**src/rtl/uart_pkg.sv**
```systemverilog
`default_nettype none
// ============================================================================
// Module      : uart_pkg
// Description : Shared UART definitions: FSM state encoding and the default
//               frame geometry used by the monitor-link receiver/transmitter.
// Revision    : 1.0 - initial release
// ============================================================================
package uart_pkg;

  localparam int CLKS_PER_BIT_DEF = 64;
  localparam int DATA_BITS_DEF    = 8;

  typedef enum logic [2:0] {
    ST_IDLE      = 3'd0,
    ST_START     = 3'd1,
    ST_DATA      = 3'd2,
    ST_STOP      = 3'd3,
    ST_WAIT_HIGH = 3'd4
  } uart_state_t;

endpackage
`default_nettype wire

```
**src/rtl/sync2.sv**
```systemverilog
`default_nettype none
// ============================================================================
// Module      : sync2
// Description : Generic 2-flop synchronizer with a parameterized reset value.
// Revision    : 1.0 - initial release
// ============================================================================
module sync2 #(
  parameter logic RESET_VAL = 1'b1
) (
  input  logic clk,
  input  logic rst_n,
  input  logic d,
  output logic q
);

  logic meta;

  // Two-stage capture of the asynchronous input; both stages reset to RESET_VAL.
  always_ff @(posedge clk or negedge rst_n) begin
    if (!rst_n) begin
      meta <= RESET_VAL;
      q    <= RESET_VAL;
    end else begin
      meta <= d;
      q    <= meta;
    end
  end

endmodule
`default_nettype wire

```
**src/rtl/uart_rx_m.sv**
```systemverilog
`default_nettype none
// ============================================================================
// Module      : uart_rx_m
// Description : Oversampling UART receiver (start / DATA_BITS / stop) for the
//               rx_m monitor line, with a valid/ready byte output, a framing
//               error pulse and an overrun pulse.
// Revision    : 1.0 - initial release
// ============================================================================
module uart_rx_m
  import uart_pkg::*;
#(
  parameter int CLKS_PER_BIT = CLKS_PER_BIT_DEF,
  parameter int DATA_BITS    = DATA_BITS_DEF
) (
  input  logic                 clk_in,
  input  logic                 reset,
  input  logic                 rx_m,
  output logic [DATA_BITS-1:0] rx_data,
  output logic                 rx_valid,
  input  logic                 rx_ready,
  output logic                 frame_err,
  output logic                 overrun
);

  localparam int CNT_W = $clog2(CLKS_PER_BIT);
  localparam int IDX_W = $clog2(DATA_BITS + 1);
  localparam logic [CNT_W-1:0] CNT_HALF = CNT_W'(CLKS_PER_BIT / 2 - 1);
  localparam logic [CNT_W-1:0] CNT_LAST = CNT_W'(CLKS_PER_BIT - 1);
  localparam logic [IDX_W-1:0] IDX_LAST = IDX_W'(DATA_BITS - 1);

  logic                 rx_s;
  uart_state_t          state;
  uart_state_t          state_nxt;
  logic [CNT_W-1:0]     cnt;
  logic [IDX_W-1:0]     bit_idx;
  logic [DATA_BITS-1:0] shreg;
  logic                 cnt_clr;
  logic                 idx_clr;
  logic                 shift_en;
  logic                 stop_ok;
  logic                 stop_bad;

  // Synchronizer idles high so a line held low through reset is not an edge.
  sync2 #(
    .RESET_VAL (1'b1)
  ) u_sync (
    .clk   (clk_in),
    .rst_n (reset),
    .d     (rx_m),
    .q     (rx_s)
  );

  // FSM state register.
  always_ff @(posedge clk_in or negedge reset) begin
    if (!reset) begin
      state <= ST_IDLE;
    end else begin
      state <= state_nxt;
    end
  end

  // Next-state logic and per-cycle sampling strobes.
  always_comb begin
    state_nxt = state;
    cnt_clr   = 1'b0;
    idx_clr   = 1'b0;
    shift_en  = 1'b0;
    stop_ok   = 1'b0;
    stop_bad  = 1'b0;
    case (state)
      ST_IDLE: begin
        if (!rx_s) begin
          state_nxt = ST_START;
          cnt_clr   = 1'b1;
        end
      end
      ST_START: begin
        // Mid-bit check rejects glitches shorter than half a bit.
        if (cnt == CNT_HALF) begin
          if (rx_s) begin
            state_nxt = ST_IDLE;
          end else begin
            state_nxt = ST_DATA;
            cnt_clr   = 1'b1;
            idx_clr   = 1'b1;
          end
        end
      end
      ST_DATA: begin
        if (cnt == CNT_LAST) begin
          shift_en = 1'b1;
          if (bit_idx == IDX_LAST) begin
            state_nxt = ST_STOP;
          end
        end
      end
      ST_STOP: begin
        if (cnt == CNT_LAST) begin
          if (rx_s) begin
            stop_ok   = 1'b1;
            state_nxt = ST_IDLE;
          end else begin
            stop_bad  = 1'b1;
            state_nxt = ST_WAIT_HIGH;
          end
        end
      end
      ST_WAIT_HIGH: begin
        // A break holds the line low; wait it out instead of retriggering.
        if (rx_s) begin
          state_nxt = ST_IDLE;
        end
      end
      default: begin
        state_nxt = ST_IDLE;
      end
    endcase
  end

  // Bit-time counter, free-running and wrapping once per bit period.
  always_ff @(posedge clk_in or negedge reset) begin
    if (!reset) begin
      cnt <= '0;
    end else if (cnt_clr || cnt == CNT_LAST) begin
      cnt <= '0;
    end else begin
      cnt <= cnt + 1'b1;
    end
  end

  // Data bit index and LSB-first shift register.
  always_ff @(posedge clk_in or negedge reset) begin
    if (!reset) begin
      bit_idx <= '0;
      shreg   <= '0;
    end else begin
      if (idx_clr) begin
        bit_idx <= '0;
      end else if (shift_en) begin
        bit_idx <= bit_idx + 1'b1;
      end
      if (shift_en) begin
        shreg <= {rx_s, shreg[DATA_BITS-1:1]};
      end
    end
  end

  // Output byte register, handshake and error pulses.
  always_ff @(posedge clk_in or negedge reset) begin
    if (!reset) begin
      rx_data   <= '0;
      rx_valid  <= 1'b0;
      frame_err <= 1'b0;
      overrun   <= 1'b0;
    end else begin
      frame_err <= stop_bad;
      overrun   <= 1'b0;
      if (stop_ok) begin
        // A byte taken on this same edge frees the slot for the new one.
        if (!rx_valid || rx_ready) begin
          rx_data  <= shreg;
          rx_valid <= 1'b1;
        end else begin
          overrun <= 1'b1;
        end
      end else if (rx_valid && rx_ready) begin
        rx_valid <= 1'b0;
      end
    end
  end

endmodule
`default_nettype wire

```
**config.mk**
```make
export PLATFORM = sky130hd
export DESIGN_NAME = uart_rx_m
export DESIGN_NICKNAME = d
export VERILOG_FILES = /design/src/rtl/uart_pkg.sv /design/src/rtl/sync2.sv /design/src/rtl/uart_rx_m.sv
export SDC_FILE = /design/constraint.sdc
export NUM_CORES = 1
export LEC_CHECK = 0
export ABC_AREA = 1
export CAP_MARGIN = 0
export CORE_MARGIN = 2
export CORE_UTILIZATION = 55
export DETAILED_ROUTE_END_ITERATION = 12
export PLACE_DENSITY_LB_ADDON = 0.1
export SKIP_CTS_REPAIR_TIMING = 1
export SYNTH_ARGS = -nofsm -noshare
export SYNTH_HDL_FRONTEND = slang
export SYNTH_SLANG_ARGS = --single-unit
```
**constraint.sdc**
```tcl
create_clock -name clk_in -period 1.46 [get_ports clk_in]
set_clock_uncertainty 0.05 [all_clocks]
set_input_delay 0.146 -clock clk_in [delete_from_list [all_inputs] [get_ports clk_in]]
set_output_delay 0.146 -clock clk_in [all_outputs]
set_load 0.02 [all_outputs]
```
==> reports/metrics.yaml <==
timing:
  slew_violations: 0
  finalHoldViolations: 0
  slew_headroom_pct: 84.7
  period_minus_slack_ns: 1.47
  finalCritPeriodShare_pct: 101
  finalSetupViolations: 4
  tightest_slew_ns: 0.230
  setup_slack_ns: -0.0104
  rsz0062_at_grt: "true"
  max_freq_ghz: 0.680
synthesis:
  syn_area_per_cell_sq_um: 9.40
  synth_top_family_by_area: "simple AND/OR/NAND/NOR gates"
  synth_xor_area_share_pct: 2.26
  syn_inst: 165
  ys_seq_area_share_pct: 55.0
  synthSimpleGateAreaFrac_pct: 27.4
  async_flop_share_pct: 100
  synth_top_area_share_pct: 51.7
  synth_area_sq_um: 1550
  synthTopCellsByArea: "dfrtp_1 52%, nand2_1 11%, nor2_1 5.3%"
  synthMuxAreaShare_pct: 0
  synth_compound_area_share_pct: 7.51
  synth_common_cells: "44 x nand2_1, 32 x dfrtp_1, 22 x nor2_1"
  yosysWarnings: 0
  synth_most_common_cell: "nand2_1"
  ys_seq_elements: 34
  dominantRegCellSynth: "dfrtp_1"
  synth-edff-count: 0
  synth_top_cell_by_area: "dfrtp_1"
  synth.distinct_cells: 22
  synth-adder-area-share_pct: 1.61
  syn_nets: 171
route:
  vias_per_cell: 5.07
  drt-initial-drc-count: 23
  vias: 1166
  drtAntennaViolNets: 0
  routed_wl_mm: 2.90
  first_pass_iters: 4
  wl_per_cell_um: 12.6
  drc_errors: 0
cts:
  cts_root_buffer: "clkbuf_4"
  h-tree-depth: 2
  cts_tree: "built"
  numCtsBuffers: 5
  clk_pin_slew_worst_paths_ns: 0.09
  clock-sinks: 34
  clk_latency_ns: 0.33
  cts_buffer_depth: 2
cells_and_area:
  multi_input_area_sq_um: 661
  drive_gt1_share_pct: 29.6
  fin_util_pct: 72.9
  regArea_sq_um: 853
  final_cells: 230
  n_antenna_cell: 0
  n_fill_cell: 221
  fin_nets: 205
  area_delta_synth_final_pct: 27.4
global_routing:
  top_usage_layer: "met2"
  grtUsageMet2_pct: 30.4
  antenna_found_initial: 0
  grtUsageMet3_pct: 7.03
  grt_usage_pct: 19.7
  grt_max_degree: 35
  grt_pass1_vias: 1101
  overflow: 0
  met1_usage_pct: 25.1
  grt_first_pass_wirelength_mm: 4.84
placement:
  io_buffers: 14
  routabilityCongestion: 0.814
  post-place-ws_ns: 0.00192
  placedCellCount: 216
  hpwl_mm: 1.93
setup_path:
  path_max_fanout: 7
  worstPathArrival_ns: 1.65
  critPathRequiredTime_ns: 1.63
  endpoint_kind: "flip-flop"
  cp-start-kind: "flip-flop"
  path_class: "flip-flop to flip-flop"
status:
  status: "finished, violations left"
  violations: "negative setup slack"
power_and_ir_drop:
  leakagePower_nw: 1.17
  finalPower_mw: 2.17
  peakVddDrop_v: 0.000998
  power_density_nw_per_um2: 1100
floorplanning:
  die_w_um: 57.1
  start_util_pct: 57.2
  die_h_um: 57.1
  die_area_sq_um: 3260
  coreArea_sq_um: 2710
  io_pins: 15
  rows: 19
worst_hold_path:
  hold_class: "input pin to async pin"
flow_run:
  maxCapViolCount: 0
-- cells in the final DEF (no fill, tap or decap), types with 2 or more instances in the layout --
cell type / n
clkbuf_4: 5
buf_4: 13
buf_12: 2
nand2_1: 38
nor2_1: 19
nor2_4: 2
dfstp_2: 2
nand2_2: 13
nand3_4: 3
o21ai_0: 5
dlymetal6s2s_1: 11
inv_2: 2
xor2_1: 3
inv_1: 15
nor2_2: 3
nand3_1: 7
clkbuf_1: 2
dfrtp_1: 32
clkdlybuf4s50_1: 3
o21ai_2: 8
-- cells by family after synthesis --
logic type,Yosys count
DFF,34
adders and majority gates,2
and+or+nand+nor,89
AOI/OAI and AO/OA,16
xor gates and xnor gates,4
buffers and inverters,20
-- layout make-up --
type / instances / area share, %
Timing Repair Buffer: 29 / 15.5
Clock buffer: 7 / 2.28
Inverter: 18 / 3.67
Sequential cell: 34 / 43.2
Multi-Input combinational cell: 111 / 33.4
Tap cell: 31 / 1.96
-- through the flow --
step | cell area (sq um) | setup TNS (ns) | hold WS [ns]
2_1_floorplan | 1550 | 0 | -0.200
3_3_place_gp | 1790 | 0 | 0.297
3_5_place_dp | 1790 | 0 | 0.297
4_1_cts | 1840 | -0.546 | 0.125
5_1_grt | 1980 | -1.62 | 0.123
6_report | 1980 | -0.0254 | 0.128
-- sequential cells by signal (all words and copies together) (netlist names) --
| signal | flops |
|---|---|
| u_sync.q | 1 |
| rx_data | 8 |
| cnt | 6 |
| shreg | 8 |
| overrun | 1 |
| u_sync.meta | 1 |
| rx_valid | 1 |
| frame_err | 1 |
| state | 3 |
| bit_idx | 4 |
-- per-layer routing --
layer / part of all wire, % / wire [um]
met5: 0 / 0
met4: 1.9 / 55
met3: 5.6 / 162
met2: 48 / 1390
met1: 45 / 1300
-- power by group --
group	switching, mW	total (mW)	internal (mW)	leakage, nW
Clock	0.286	0.468	0.181	0.0254
Combinational	0.315	0.570	0.256	0.686
Sequential	0.0995	1.13	1.03	0.460
Total	0.700	2.17	1.47	1.17
-- final timing paths --
kind,start,end,slack (ns),depth (start not counted)
max in group asynchronous,reset,u_sync.meta,0.99,2
min in group clk_in,rx_m,u_sync.meta,0.16,1
max,state[2],rx_data[3],-0.01,7
min,reset,cnt[5],0.13,2
min reg2reg,u_sync.meta,u_sync.q,0.31,0
max reg2reg,state[2],rx_data[3],-0.01,7
-- critical path, cell delays in order (launching register included) --
cell and delay, ns:
dfrtp_1 0.44, inv_1 0.15, nand3_1 0.12, nor2_2 0.19, nand3_4 0.14, buf_12 0.17
nand2_2 0.05, nand2_1 0.05
Note: power is estimated with default switching activity, not from simulation.
